--- config.mk ---
export PLATFORM = sky130hd
export DESIGN_NAME = pcie_ss_ctrl_bridge_flat
export DESIGN_NICKNAME = d
export VERILOG_FILES = /design/src/rtl/ofs_fim_cfg_pkg.sv /design/src/rtl/pcie_ss_ctrl_pkg.sv /design/src/rtl/pcie_ss_ctrl_bridge_if.sv /design/src/rtl/pcie_ss_ctrl_timer.sv /design/src/rtl/pcie_ss_ctrl_bridge.sv /design/src/flat_wrapper.sv
export SDC_FILE = /design/constraint.sdc
export NUM_CORES = 1
export LEC_CHECK = 0
export CORE_ASPECT_RATIO = 1.5
export CORE_MARGIN = 4
export CORE_UTILIZATION = 42
export CTS_CLUSTER_DIAMETER = 60
export DETAILED_ROUTE_END_ITERATION = 10
export GPL_TIMING_DRIVEN = 0
export HOLD_SLACK_MARGIN = 0.15
export PLACE_DENSITY = 0.79
export SYNTH_ARGS = -nofsm -noshare
export SYNTH_HDL_FRONTEND = slang
export SYNTH_SLANG_ARGS = --single-unit
--- constraint.sdc ---
create_clock -name clk -period 2.33 [get_ports clk]
set_input_delay 0.3495 -clock clk [delete_from_list [all_inputs] [get_ports clk]]
set_output_delay 0.3495 -clock clk [all_outputs]
set_load 0.05 [all_outputs]
--- src/rtl/ofs_fim_cfg_pkg.sv ---
// FIM platform configuration constants shared by the PCIe subsystem blocks.
package ofs_fim_cfg_pkg;
    localparam int PCIE_LITE_CSR_WIDTH = 20;
endpackage

--- src/rtl/pcie_ss_ctrl_pkg.sv ---
// Shared types for the PCIe SS control bridge: CSR command encoding and FSM states.
package pcie_ss_ctrl_pkg;
    typedef enum logic [1:0] {
        SS_CMD_IDLE    = 2'b00,
        SS_CMD_WRITE   = 2'b01,
        SS_CMD_READ    = 2'b10,
        SS_CMD_ILLEGAL = 2'b11
    } t_ss_ctrl_cmd;

    typedef enum logic [1:0] {
        ST_IDLE,
        ST_REQ,
        ST_RDWAIT,
        ST_DONE
    } t_ss_ctrl_state;

    localparam logic [3:0]  SS_CSR_BE_ALL  = 4'hF;
    localparam logic [31:0] SS_ABORT_RDATA = 32'hFFFF_FFFF;
    localparam int          SS_TMO_CNT_W   = 16;
endpackage

--- src/rtl/pcie_ss_ctrl_bridge_if.sv ---
// Avalon-MM request/response bundle between the control bridge (master) and the SS lite CSR (slave).
interface pcie_ss_ctrl_bridge_if #(
    parameter int ADDR_WIDTH = ofs_fim_cfg_pkg::PCIE_LITE_CSR_WIDTH
);
    logic [ADDR_WIDTH-1:0] o_csr_address;
    logic                  o_csr_read;
    logic                  o_csr_write;
    logic [31:0]           o_csr_writedata;
    logic [3:0]            o_csr_byteenable;
    logic                  i_csr_waitrequest;
    logic [31:0]           i_csr_readdata;
    logic                  i_csr_readdatavalid;

    modport master (
        output o_csr_address, o_csr_read, o_csr_write, o_csr_writedata, o_csr_byteenable,
        input  i_csr_waitrequest, i_csr_readdata, i_csr_readdatavalid
    );

    modport slave (
        input  o_csr_address, o_csr_read, o_csr_write, o_csr_writedata, o_csr_byteenable,
        output i_csr_waitrequest, i_csr_readdata, i_csr_readdatavalid
    );
endinterface

--- src/rtl/pcie_ss_ctrl_timer.sv ---
// Bus-wait watchdog for the control bridge; present only with PCIE_SS_CTRL_TIMEOUT_EN.
// Counts busy cycles from request entry, flags expiry combinationally on the last allowed cycle.
`ifdef PCIE_SS_CTRL_TIMEOUT_EN
module pcie_ss_ctrl_timer
    import pcie_ss_ctrl_pkg::*;
#(
    parameter int TIMEOUT_CYCLES = 1024
) (
    input  logic clk,
    input  logic rst_n,
    input  logic clr,
    input  logic run,
    output logic expired
);
    localparam logic [SS_TMO_CNT_W-1:0] LAST = SS_TMO_CNT_W'(TIMEOUT_CYCLES - 1);

    logic [SS_TMO_CNT_W-1:0] cnt;

    always_ff @(posedge clk) begin
        if (!rst_n) begin
            cnt <= '0;
        end else if (clr) begin
            cnt <= '0;
        end else if (run) begin
            cnt <= cnt + SS_TMO_CNT_W'(1);
        end
    end

    assign expired = run && (cnt == LAST);
endmodule
`endif

--- src/rtl/pcie_ss_ctrl_bridge.sv ---
// Turns level CSR commands into single Avalon-MM accesses; ack 2 cycles after start (+read return), held until cmd=00.
// Backpressure: request held through waitrequest; optional abort with PCIE_SS_CTRL_TIMEOUT_EN.
module pcie_ss_ctrl_bridge
    import pcie_ss_ctrl_pkg::*;
#(
    parameter int ADDR_WIDTH     = ofs_fim_cfg_pkg::PCIE_LITE_CSR_WIDTH,
    parameter int TIMEOUT_CYCLES = 1024
) (
    input  logic                  clk,
    input  logic                  rst_n,
    input  logic [1:0]            i_ss_ctrl_cmd,
    input  logic [ADDR_WIDTH-1:0] i_ss_ctrl_addr,
    input  logic [31:0]           i_ss_ctrl_writedata,
    output logic [31:0]           o_ss_readdata,
    output logic                  o_ss_ack,
    output logic                  o_ss_error,
    pcie_ss_ctrl_bridge_if.master csr
);
    if (TIMEOUT_CYCLES < 2 || TIMEOUT_CYCLES > 65535) begin : g_bad_timeout
        $error("pcie_ss_ctrl_bridge: TIMEOUT_CYCLES out of range 2..65535");
    end

    t_ss_ctrl_state        state, state_nxt;
    t_ss_ctrl_cmd          cmd, cap_cmd;
    logic [ADDR_WIDTH-1:0] cap_addr;
    logic [31:0]           cap_wdata;
    logic                  armed;
    logic                  start;
    logic                  timeout_hit;
    logic                  timeout_abort;

    assign cmd   = t_ss_ctrl_cmd'(i_ss_ctrl_cmd);
    // armed guarantees a level command held across completion or reset is issued only once
    assign start = (state == ST_IDLE) && armed && (cmd != SS_CMD_IDLE);

`ifdef PCIE_SS_CTRL_TIMEOUT_EN
    pcie_ss_ctrl_timer #(
        .TIMEOUT_CYCLES (TIMEOUT_CYCLES)
    ) u_timer (
        .clk     (clk),
        .rst_n   (rst_n),
        .clr     (start),
        .run     ((state == ST_REQ) || (state == ST_RDWAIT)),
        .expired (timeout_hit)
    );
`else
    assign timeout_hit = 1'b0;
`endif

    // A bus completion on the expiry cycle wins over the abort
    assign timeout_abort = timeout_hit &&
                           (((state == ST_REQ) && csr.i_csr_waitrequest) ||
                            ((state == ST_RDWAIT) && !csr.i_csr_readdatavalid));

    always_ff @(posedge clk) begin
        if (!rst_n) begin
            state <= ST_IDLE;
        end else begin
            state <= state_nxt;
        end
    end

    always_comb begin
        state_nxt = state;
        case (state)
            ST_IDLE: begin
                if (start) begin
                    state_nxt = (cmd == SS_CMD_ILLEGAL) ? ST_DONE : ST_REQ;
                end
            end
            ST_REQ: begin
                if (!csr.i_csr_waitrequest) begin
                    state_nxt = (cap_cmd == SS_CMD_READ) ? ST_RDWAIT : ST_DONE;
                end else if (timeout_hit) begin
                    state_nxt = ST_DONE;
                end
            end
            ST_RDWAIT: begin
                if (csr.i_csr_readdatavalid || timeout_hit) begin
                    state_nxt = ST_DONE;
                end
            end
            ST_DONE: begin
                if (cmd == SS_CMD_IDLE) begin
                    state_nxt = ST_IDLE;
                end
            end
            default: state_nxt = ST_IDLE;
        endcase
    end

    always_comb begin
        csr.o_csr_read       = 1'b0;
        csr.o_csr_write      = 1'b0;
        csr.o_csr_address    = '0;
        csr.o_csr_writedata  = '0;
        csr.o_csr_byteenable = '0;
        o_ss_ack             = 1'b0;
        case (state)
            ST_REQ: begin
                csr.o_csr_read       = (cap_cmd == SS_CMD_READ);
                csr.o_csr_write      = (cap_cmd == SS_CMD_WRITE);
                csr.o_csr_address    = cap_addr;
                csr.o_csr_writedata  = cap_wdata;
                csr.o_csr_byteenable = SS_CSR_BE_ALL;
            end
            ST_DONE: o_ss_ack = 1'b1;
            default: ;
        endcase
    end

    always_ff @(posedge clk) begin
        if (!rst_n) begin
            armed         <= 1'b0;
            cap_cmd       <= SS_CMD_IDLE;
            cap_addr      <= '0;
            cap_wdata     <= '0;
            o_ss_error    <= 1'b0;
            o_ss_readdata <= '0;
        end else begin
            if (start) begin
                armed         <= 1'b0;
                cap_cmd       <= cmd;
                cap_addr      <= i_ss_ctrl_addr;
                cap_wdata     <= i_ss_ctrl_writedata;
                o_ss_error    <= (cmd == SS_CMD_ILLEGAL);
                o_ss_readdata <= '0;
            end else if (cmd == SS_CMD_IDLE) begin
                armed <= 1'b1;
            end
            if ((state == ST_RDWAIT) && csr.i_csr_readdatavalid) begin
                o_ss_readdata <= csr.i_csr_readdata;
            end
            if (timeout_abort) begin
                o_ss_error    <= 1'b1;
                o_ss_readdata <= SS_ABORT_RDATA;
            end
        end
    end
endmodule

--- src/flat_wrapper.sv ---
// flat-port wrapper written by rule: the top's interface ports become plain ports
module pcie_ss_ctrl_bridge_flat import pcie_ss_ctrl_pkg::*;
#(
    parameter int ADDR_WIDTH     = ofs_fim_cfg_pkg::PCIE_LITE_CSR_WIDTH,
    parameter int TIMEOUT_CYCLES = 1024
)
  (clk, rst_n, i_ss_ctrl_cmd, i_ss_ctrl_addr, i_ss_ctrl_writedata, o_ss_readdata, o_ss_ack, o_ss_error, csr_o_csr_address, csr_o_csr_read, csr_o_csr_write, csr_o_csr_writedata, csr_o_csr_byteenable, csr_i_csr_waitrequest, csr_i_csr_readdata, csr_i_csr_readdatavalid);
  pcie_ss_ctrl_bridge_if #(.ADDR_WIDTH(ADDR_WIDTH)) csr_i ();
  input  logic clk;
  input  logic rst_n;
  input  logic [1:0] i_ss_ctrl_cmd;
  input  logic [ADDR_WIDTH-1:0] i_ss_ctrl_addr;
  input  logic [31:0] i_ss_ctrl_writedata;
  output logic [31:0] o_ss_readdata;
  output logic o_ss_ack;
  output logic o_ss_error;
  output wire logic [$bits(csr_i.o_csr_address)-1:0] csr_o_csr_address;
  output wire logic [$bits(csr_i.o_csr_read)-1:0] csr_o_csr_read;
  output wire logic [$bits(csr_i.o_csr_write)-1:0] csr_o_csr_write;
  output wire logic [$bits(csr_i.o_csr_writedata)-1:0] csr_o_csr_writedata;
  output wire logic [$bits(csr_i.o_csr_byteenable)-1:0] csr_o_csr_byteenable;
  input wire logic [$bits(csr_i.i_csr_waitrequest)-1:0] csr_i_csr_waitrequest;
  input wire logic [$bits(csr_i.i_csr_readdata)-1:0] csr_i_csr_readdata;
  input wire logic [$bits(csr_i.i_csr_readdatavalid)-1:0] csr_i_csr_readdatavalid;
  assign csr_o_csr_address = csr_i.o_csr_address;
  assign csr_o_csr_read = csr_i.o_csr_read;
  assign csr_o_csr_write = csr_i.o_csr_write;
  assign csr_o_csr_writedata = csr_i.o_csr_writedata;
  assign csr_o_csr_byteenable = csr_i.o_csr_byteenable;
  assign csr_i.i_csr_waitrequest = csr_i_csr_waitrequest;
  assign csr_i.i_csr_readdata = csr_i_csr_readdata;
  assign csr_i.i_csr_readdatavalid = csr_i_csr_readdatavalid;
  pcie_ss_ctrl_bridge #(.ADDR_WIDTH(ADDR_WIDTH), .TIMEOUT_CYCLES(TIMEOUT_CYCLES)) u_core (.clk(clk), .rst_n(rst_n), .i_ss_ctrl_cmd(i_ss_ctrl_cmd), .i_ss_ctrl_addr(i_ss_ctrl_addr), .i_ss_ctrl_writedata(i_ss_ctrl_writedata), .o_ss_readdata(o_ss_readdata), .o_ss_ack(o_ss_ack), .o_ss_error(o_ss_error), .csr(csr_i));
endmodule
==> run_results.csv, run 1 <==
group,metric,value,unit
clocking,cts_setup_buffers,0,
placed_design,dp_cells,770,
yosys,syn_area,3990,µm²
yosys,synth_top_area_share,45.1,%
timing,hold_viol,0,
floorplan,fp.dieW,87.6,µm
finish,fin_util,64.9,%
worst_setup_path,cp_cell_sequence,"inv_2 > ha_4 > clkbuf_4 > and2_1 > dlygate4sd2_1",
placed_design,gp_congestion,0.767,
finish,fillers,802,
yosys,postSynthAreaPerCell,8.36,µm²
yosys,synth_edf_count,0,
yosys,synth_top_cell_by_area,"dfxtp_1",
clocking,cts_tree,"yes",
power,p_per_area,759,nW/µm²
timing,period_needed,2.20,ns
routing,route.detailed.drc,0,
worst_setup_path,arrival,1.85,ns
finish,area_delta_synth_final,50.3,%
routing,wire_per_inst,14.4,µm
worst_setup_path,r2r_slack,0.43,ns
job,drv_cap,0,
finish,drive_above_1_share,16.0,%
yosys,netlist_instances,478,
global_route,grt.overflow.total,0,
timing,maxSlewHeadroom,62.2,%
timing,period_share,94.6,%
power,p_leak,0.00235,µW
worst_setup_path,critical_path_buf_inv_count,3,
finish,register_area,1800,µm²
floorplan,rows,43,
routing,drt_pass1_iterations,4,
min_path,min_path_type,"register to register",
floorplan,num_io_pins,182,
floorplan,initial_core_util,43.2,%
global_route,grt_pass1_vias,3828,
clocking,numCtsBuffers,9,
finish,design_area,6000,µm²
routing,wl,11400,µm
floorplan,fp.dieH,127,µm
floorplan,core,9250,µm²
finish,multi_input_area,1980,µm²
yosys,syn_nets,573,
placed_design,post_dp_cell_area,5940,µm²
global_route,grt_antenna_before_repair,0,
yosys,synthTopCellsByArea,"dfxtp_1 45%, nand2_1 13%, and2_1 8.6%, a21boi_1 7.9%, a21boi_0 7.0%",
routing,via_per_inst,4.85,
worst_setup_path,critPathLaunchType,"register",
clocking,clockBufferDepth,2,
timing,tns,0,ns
timing,drv_slew,0,
yosys,yosys_warnings,0,
global_route,grt_start_max_net_pins,14,
worst_setup_path,cp-end-kind,"primary output",
worst_setup_path,rr_worst_depth,7,
clocking,clock_latency,0.34,ns
finish,fin_cells,786,
finish,antenna_cells,0,
power,ir_drop,0.000539,V
worst_setup_path,path_class,"register to primary output",
timing,tightest_slew,0.565,ns
worst_setup_path,critPathRequiredTime,1.98,ns
worst_setup_path,critical_path.max_fanout,10,
timing,fin_skew,0.00727,ns
worst_setup_path,crit_path_max_incr_delay,0.52,ns
routing,postRouteAntennaNets,0,
timing,rsz0062_at_grt,"false",
yosys,synthArstFlopShare,0,%
timing,clock.fmax,454,MHz
clocking,cts-root-buf,"clkbuf_16",
yosys,ys_types,26,
floorplan,die-area,11200,µm²
routing,drt_iter0_drc,115,
clocking,numClockSinks,90,
clocking,cts.clk_slew.worst_paths,0.06,ns
routing,dr_total_vias,3815,
yosys,synth_ff_type,"dfxtp_1",
worst_setup_path,r2r_end,"u_core.cap_addr[7]$_SDFFE_PN0P_",
worst_setup_path,slowest_stage,"dlygate4sd2_1",
yosys,ys_seq_elements,90,
power,finalPower,4560,µW
timing,finalSetupViolCount,0,
min_path,min-delay-start,"u_core.cap_wdata[5]$_SDFFE_PN0P_",
outcome,status,"completed",
min_path,whs_path_depth,2,
placed_design,port_buffers,180,
placed_design,hpwl,8920,µm
global_route,grt_pass1_wl,18200,µm
clocking,h-tree-depth,3,
finish,nets,764,
global_route,gr-usage-all-layers,20.6,%
worst_setup_path,crit_family,"buffers and inverters",
worst_setup_path,startpoint,"u_core.state[1]$_SDFFE_PN0P_",
yosys,ys_seq_area_share,45.1,%
min_path,whs_endpoint,"u_core.cap_wdata[5]$_SDFFE_PN0P_",
worst_setup_path,reg2reg_from,"u_core.state[0]$_SDFFE_PN0P_",
[worst reg2reg max path, cell delays in order (launching register included)]
cell,delay [ns]
dfxtp_2,0.36
inv_1,0.12
ha_1,0.34
nand2_2,0.10
nor2_2,0.26
clkbuf_1,0.39
nand2_1,0.13
a21boi_1,0.14
[area by class of cell]
type / count / share of cell area, %
clock inverters: 3 / 0.667
multi-input cells: 344 / 33.0
well taps: 112 / 2.33
inverters: 3 / 0.188
clock buffers: 13 / 4.00
plain buffers: 41 / 3.79
repair buffers: 180 / 26.0
flip-flops and latches: 90 / 30.0
[Yosys cell counts, types with 2 or more instances]
| library cell | n |
|---|---|
| dfxtp_1 | 90 |
| nand3_1 | 37 |
| and2_1 | 55 |
| nand2_2 | 11 |
| ha_1 | 5 |
| clkbuf_1 | 23 |
| nor2_1 | 2 |
| a21boi_1 | 42 |
| a21boi_2 | 8 |
| buf_4 | 3 |
| a21boi_0 | 37 |
| buf_6 | 6 |
| buf_1 | 3 |
| inv_1 | 3 |
| nand2_1 | 134 |
| buf_2 | 6 |
| o21a_1 | 2 |
| nor2b_1 | 3 |
[layout by cell type (no fill, tap or decap), drive strengths merged]
cell,netlist,final
a21boi,87,87
o211a,1,1
nand4,1,1
bufinv,0,1
and2,55,55
o221ai,1,1
buf,18,64
ha,5,5
clkdlybuf4s15,0,1
nor2b,3,3
inv,3,3
clkbuf,23,40
nand2,145,145
a2111oi,1,1
or2,1,1
dlygate4sd2,0,6
clkinv,0,2
dfxtp,90,90
o21ai,2,2
clkdlybuf4s50,0,123
o21a,2,2
nor2,3,3
nand3,37,37
[logic make-up (layout without fill, tap and decap cells)]
family	after synthesis	after routing	synth area share (%)
DFF	90	90	45.1
AOI/OAI and AO/OA	94	94	18.9
adders and majority gates	5	5	1.57
and+or+nand+nor	245	245	28.7
buffers and inverters	44	240	5.73
[per-layer routing]
metal / global-route usage (%) / vias to the layer above / share of wire, %
met1: 21.3 / 1728 / 36
li1: - / 1928 / -
met2: 36.5 / 136 / 52
met4: 9.39 / 0 / 2.7
met3: 7.29 / 23 / 9.2
met5: 0 / - / 0
[what timing repair did]
| item | 4_1_cts | 5_1_grt |
|---|---|---|
| gates resized for setup | 268 | 9 |
| endpoints found under the setup margin | 57 | 54 |
| hold buffers | 0 | 0 |
| endpoints found under the hold margin | 0 | 0 |
[through the flow]
stage,setup WS [ns],hold WS [ns]
final,0.126,0.447
after global routing,0.0328,0.465
after CTS,0.00339,0.448
after detailed placement,-0.582,0.440
after global placement,-0.523,0.436
after floorplan,0.00927,0.430
[sequential cells by signal, indices dropped and copies added (netlist names)]
| name | count |
|---|---|
| u_core.state | 2 |
| u_core.cap_cmd | 2 |
| u_core.armed | 1 |
| u_core.o_ss_error | 1 |
| u_core.o_ss_readdata | 32 |
| u_core.cap_addr | 20 |
| u_core.cap_wdata | 32 |
[power breakdown]
part / total (µW) / switching (µW) / internal [µW] / leakage (µW)
Clock: 1390 / 563 / 829 / 0.000138
Combinational: 1390 / 856 / 536 / 0.00148
Sequential: 1770 / 86.5 / 1690 / 0.000729
[worst max path at each step]
| stage | endpoint | cells after the start | slack, ns |
|---|---|---|---|
| after floorplan | csr_o_csr_write | 6 | 0.009 |
| after global placement | csr_o_csr_write | 7 | -0.52 |
| after detailed placement | csr_o_csr_writedata[17] | 6 | -0.58 |
| after CTS | csr_o_csr_address[19] | 5 | 0.003 |
| after global routing | csr_o_csr_write | 7 | 0.03 |
| final | csr_o_csr_address[19] | 5 | 0.13 |
(Power assumes the default switching activity.)
==> inputs of run 2 (changes only) <==
--- a/config.mk
+++ b/config.mk
@@ -12,7 +12,7 @@
 export DETAILED_ROUTE_END_ITERATION = 10
 export GPL_TIMING_DRIVEN = 0
 export HOLD_SLACK_MARGIN = 0.15
-export PLACE_DENSITY = 0.79
+export PLACE_DENSITY_LB_ADDON = 0.25
 export SYNTH_ARGS = -nofsm -noshare
 export SYNTH_HDL_FRONTEND = slang
 export SYNTH_SLANG_ARGS = --single-unit
==> run_results.csv, run 2 (synthesis gave the netlist of run 1 again) <==
group,metric,value,unit
power,internal_power,3040,µW
power,p_clk_share,30.0,%
worst_setup_path,arrival,1.88,ns
timing,fin_hold_ws,0.448,ns
global_route,grt.overflow.total,0,
job,drv_cap,0,
clocking,numCtsBuffers,9,
floorplan,fp.dieH,127,µm
power,swShare,33.1,%
timing,layout_setup_ws,0.101,ns
timing,hold_viol,0,
clocking,cts.clk_slew.worst_paths,0.06,ns
routing,drt_pass1_iterations,4,
clocking,clock_latency,0.33,ns
power,power_frac_comb,31.0,%
timing,tns,0,ns
worst_setup_path,critPathRequiredTime,1.98,ns
worst_setup_path,cp-end-kind,"primary output",
routing,dr_total_vias,3818,
placed_design,hpwl,8850,µm
finish,register_area,1800,µm²
finish,most-common-layout-cells,"134 x nand2_1, 123 x clkdlybuf4s50_1, 90 x dfxtp_1",
routing,wl,11300,µm
timing,period_share,95.7,%
power,seqPwrFrac,39.0,%
power,ir_drop,0.000619,V
power,power_switching,1500,µW
floorplan,num_io_pins,182,
placed_design,gp_congestion,0.815,
clocking,cts-root-buf,"clkbuf_16",
finish,nets,764,
timing,drv_slew,0,
global_route,grt_start_max_net_pins,14,
global_route,grt_pass1_vias,3798,
finish,mostFrequentLayoutCell,"nand2_1",
worst_setup_path,critical_path.max_fanout,6,
routing,postRouteAntennaNets,0,
finish,drive_above_1_share,16.6,%
global_route,grt_antenna_before_repair,0,
timing,rsz0062_at_grt,"false",
timing,clock.fmax,449,MHz
clocking,h-tree-depth,3,
routing,route.detailed.drc,0,
worst_setup_path,path_class,"register to primary output",
clocking,numClockSinks,90,
clocking,clockBufferDepth,2,
global_route,gr-usage-all-layers,19.9,%
worst_setup_path,critPathLaunchType,"register",
power,p_leak,0.00233,µW
floorplan,die-area,11200,µm²
finish,multi_input_area,1980,µm²
outcome,status,"completed",
global_route,grt_pass1_wl,17800,µm
timing,fin_skew,0.00353,ns
placed_design,port_buffers,180,
routing,drt_iter0_drc,119,
timing,maxSlewHeadroom,63.9,%
routing,wire_per_inst,14.3,µm
finish,fillers,802,
timing,tightest_slew,0.540,ns
power,p_per_area,747,nW/µm²
floorplan,core,9250,µm²
finish,area_delta_synth_final,52.1,%
floorplan,fp.dieW,87.6,µm
min_path,min_path_type,"register to register",
clocking,cts_tree,"yes",
routing,via_per_inst,4.86,
clocking,holdBufCountCts,0,
floorplan,rows,43,
timing,period_needed,2.23,ns
floorplan,initial_core_util,43.2,%
finish,antenna_cells,0,
clocking,cts_setup_buffers,0,
timing,finalSetupViolCount,0,
finish,reg_top3,"u_core.cap_wdata: 32 flops, u_core.o_ss_readdata: 32 flops, u_core.cap_addr: 20 flops",
placed_design,post-place-ws,-0.631,ns
run 2: path summary, 6_finish.rpt:
kind                                                       from                                 to  slack [ns]  cells after the start
worst min-delay path            u_core.cap_addr[9]$_SDFFE_PN0P_    u_core.cap_addr[9]$_SDFFE_PN0P_        0.45                      2
worst max register to register     u_core.state[0]$_SDFFE_PN0P_  u_core.cap_wdata[16]$_SDFFE_PN0P_        0.34                      7
worst max-delay path               u_core.state[0]$_SDFFE_PN0P_                           o_ss_ack        0.10                      2
worst min register to register  u_core.cap_addr[9]$_SDFFE_PN0P_    u_core.cap_addr[9]$_SDFFE_PN0P_        0.45                      2
run 2: final cells by class:
class | instances | share of cell area, %
well taps | 112 | 2.31
inverters | 3 | 0.185
clock buffers | 14 | 4.51
flip-flops and latches | 90 | 29.7
multi-input cells | 344 | 32.6
plain buffers | 41 | 3.79
repair buffers | 180 | 26.8
clock inverters | 2 | 0.165
run 2: power by group through the flow:
stage	clock (µW)	sequential (µW)	combinational (µW)
final	1360	1770	1410
after global routing	1450	1780	1520
after CTS	1400	1770	1410
after detailed placement	0	1800	1410
after global placement	0	1790	1390
after floorplan	0	2020	661
run 2: repair_timing:
item	CTS	global route
endpoints found under the setup margin	57	51
gates cloned	0	0
gates resized for setup	279	31
pin swaps	0	0
run 2: routing by layer:
layer	vias up	global-route usage (%)	routed length [µm]	share of wire (%)
met5	-	0	0	0
met4	0	7.32	180	1.6
met3	13	6.00	914	8.1
met2	121	36.2	5850	52
met1	1757	21.2	4320	38
li1	1927	-	-	-
run 2: per-stage QoR:
| stage | util [%] | power, µW | std cells | area [µm²] |
|---|---|---|---|---|
| floorplan | - | 2680 | 478 | 4000 |
| global placement | 64.2 | 3180 | 770 | 5940 |
| detailed placement | 64.2 | 3210 | 770 | 5940 |
| CTS | 64.9 | 4570 | 786 | 6000 |
| global route | 65.6 | 4760 | 786 | 6070 |
| finish | 65.6 | 4540 | 786 | 6070 |
run 2: worst max-delay path, stage by stage (launching register included):
cell and delay [ns]:
dfxtp_1 0.47, ha_1 0.24, clkdlybuf4s50_1 0.84
==> inputs of run 3 (changes only) <==
--- a/config.mk
+++ b/config.mk
@@ -13,6 +13,8 @@
 export GPL_TIMING_DRIVEN = 0
 export HOLD_SLACK_MARGIN = 0.15
 export PLACE_DENSITY_LB_ADDON = 0.25
+export RECOVER_POWER = 100
+export SLEW_MARGIN = 20
 export SYNTH_ARGS = -nofsm -noshare
 export SYNTH_HDL_FRONTEND = slang
 export SYNTH_SLANG_ARGS = --single-unit
==> run_results.csv, run 3 (synthesis gave the netlist of run 1 again) <==
group,metric,value,unit
outcome,status,"completed",
timing,rsz0062_at_grt,"false",
worst_setup_path,critPathRequiredTime,1.98,ns
min_path,min_path_type,"register to register",
routing,route.detailed.drc,0,
floorplan,num_io_pins,182,
clocking,cts_tree,"yes",
worst_setup_path,crit_family,"buffers and inverters",
placed_design,dp_cells,770,
global_route,grt_start_max_net_pins,14,
timing,tightest_slew,0.549,ns
power,swShare,33.2,%
timing,hold_viol,0,
timing,drv_slew,0,
worst_setup_path,slowest_stage,"clkdlybuf4s50_1",
timing,maxSlewHeadroom,63.3,%
min_path,whs_endpoint,"u_core.cap_wdata[10]$_SDFFE_PN0P_",
finish,antenna_cells,0,
finish,mostFrequentLayoutCell,"nand2_1",
worst_setup_path,critPathLaunchType,"register",
global_route,grt_antenna_before_repair,0,
power,p_leak,0.00239,µW
placed_design,port_buffers,180,
timing,fin_skew,0.00279,ns
job,drv_cap,0,
timing,period_needed,2.23,ns
worst_setup_path,cp_cell_sequence,"ha_1 > clkdlybuf4s50_1",
global_route,grt_pass1_wl,17800,µm
finish,drive_above_1_share,15.1,%
global_route,grt.overflow.total,0,
worst_setup_path,r2r_slack,0.15,ns
finish,design_area,6030,µm²
finish,fillers,817,
finish,nets,764,
routing,via_per_inst,4.87,
clocking,clockBufferDepth,2,
power,p_clk_share,30.4,%
clocking,cts-root-buf,"clkbuf_16",
routing,dr_total_vias,3828,
power,internal_power,3000,µW
finish,area_delta_synth_final,50.9,%
clocking,cts.clk_slew.worst_paths,0.06,ns
floorplan,die-area,11200,µm²
routing,drt_pass1_iterations,4,
floorplan,rows,43,
worst_setup_path,critical_path_buf_inv_count,1,
clocking,holdBufCountCts,0,
routing,wl,11300,µm
global_route,grt_pass1_vias,3798,
routing,wire_per_inst,14.4,µm
worst_setup_path,path_class,"register to primary output",
clocking,numCtsBuffers,9,
timing,period_share,95.8,%
power,power_switching,1490,µW
finish,most-common-layout-cells,"139 x nand2_1, 90 x clkdlybuf4s50_1, 90 x dfxtp_1",
min_path,whs_path_depth,2,
finish,reg_top3,"u_core.cap_wdata: 32 flops, u_core.o_ss_readdata: 32 flops, u_core.cap_addr: 20 flops",
worst_setup_path,reg2reg_from,"u_core.state[0]$_SDFFE_PN0P_",
floorplan,fp.dieW,87.6,µm
power,power_frac_comb,30.3,%
worst_setup_path,arrival,1.88,ns
power,seqPwrFrac,39.3,%
floorplan,fp.dieH,127,µm
placed_design,gp_congestion,0.815,
finish,fin_cells,786,
worst_setup_path,crit_path_max_incr_delay,0.84,ns
clocking,h-tree-depth,3,
routing,drt_iter0_drc,137,
floorplan,initial_core_util,43.2,%
clocking,numClockSinks,90,
timing,clock.fmax,448,MHz
worst_setup_path,critical_path.max_fanout,6,
min_path,min-delay-start,"u_core.cap_wdata[10]$_SDFFE_PN0P_",
clocking,cts_setup_buffers,0,
global_route,gr-usage-all-layers,19.9,%
timing,finalSetupViolCount,0,
placed_design,post_dp_cell_area,5940,µm²
power,finalPower,4490,µW
floorplan,core,9250,µm²
power,ir_drop,0.000638,V
power,p_per_area,745,nW/µm²
worst_setup_path,rr_worst_depth,9,
worst_setup_path,cp-end-kind,"primary output",
routing,postRouteAntennaNets,0,
worst_setup_path,r2r_end,"u_core.cap_wdata[19]$_SDFFE_PN0P_",
placed_design,hpwl,8850,µm
timing,tns,0,ns
clocking,clock_latency,0.33,ns
## run 3: cell types whose count changed in the layout (fill, tap and decap cells not counted), sizes merged
cell | before | now
buf | 43 | 32
dlygate4sd3 | 0 | 33
clkbuf | 63 | 74
clkdlybuf4s50 | 123 | 90
## run 3: worst reg2reg max path: stages, from the launching register on
cell	delay [ns]
dfxtp_1	0.47
inv_1	0.14
ha_1	0.32
nand2_1	0.15
or2_1	0.12
buf_2	0.13
clkbuf_2	0.29
clkbuf_4	0.28
nand2_1	0.07
a21boi_0	0.15
## run 3: worst max-delay path by stage
| stage | start | to | slack [ns] | cells after the start |
|---|---|---|---|---|
| floorplan | u_core.state[1]$_SDFFE_PN0P_ | csr_o_csr_write | 0.009 | 6 |
| global placement | u_core.state[1]$_SDFFE_PN0P_ | csr_o_csr_read | -0.57 | 6 |
| detailed placement | u_core.state[1]$_SDFFE_PN0P_ | csr_o_csr_write | -0.63 | 7 |
| CTS | u_core.state[1]$_SDFFE_PN0P_ | csr_o_csr_writedata[13] | 0.002 | 6 |
| global route | u_core.state[0]$_SDFFE_PN0P_ | u_core.cap_wdata[24]$_SDFFE_PN0P_ | 0.008 | 9 |
| finish | u_core.state[0]$_SDFFE_PN0P_ | o_ss_ack | 0.1 | 2 |
## run 3: layout make-up
type	count	area, µm²	share of cell area [%]
repair buffers	180	1620	26.9
inverters	3	11.3	0.187
multi-input cells	344	1950	32.4
flip-flops and latches	90	1800	29.9
well taps	112	140	2.32
clock inverters	2	10.0	0.166
plain buffers	41	218	3.61
clock buffers	14	274	4.55
## run 3: through the flow
step / hold slack (ns) / worst slack, ns / util [%]
2_1_floorplan: 0.430 / 0.00927 / -
3_3_place_gp: 0.436 / -0.567 / 64.2
3_5_place_dp: 0.443 / -0.631 / 64.2
4_1_cts: 0.451 / 0.00173 / 64.9
5_1_grt: 0.475 / 0.00824 / 65.1
6_report: 0.451 / 0.0979 / 65.1
## run 3: routing by layer
| metal | wire [µm] | global-route usage (%) | vias up |
|---|---|---|---|
| met4 | 163 | 7.32 | 0 |
| met2 | 5840 | 36.2 | 126 |
| li1 | - | - | 1928 |
| met1 | 4290 | 21.2 | 1761 |
| met5 | 0 | 0 | - |
| met3 | 990 | 6.00 | 13 |
## run 3: power groups by stage
stage               sequential [µW]  clock [µW]  combinational (µW)
finish                         1770        1370                1360
detailed placement             1800           0                1410
global placement               1790           0                1390
floorplan                      2020           0                 661
CTS                            1770        1400                1410
global route                   1780        1450                1470
## run 3: timing repair
item                                    CTS  global route
endpoints found under the setup margin   57            51
resized for setup                       279            31
hold endpoints to repair                  0             0
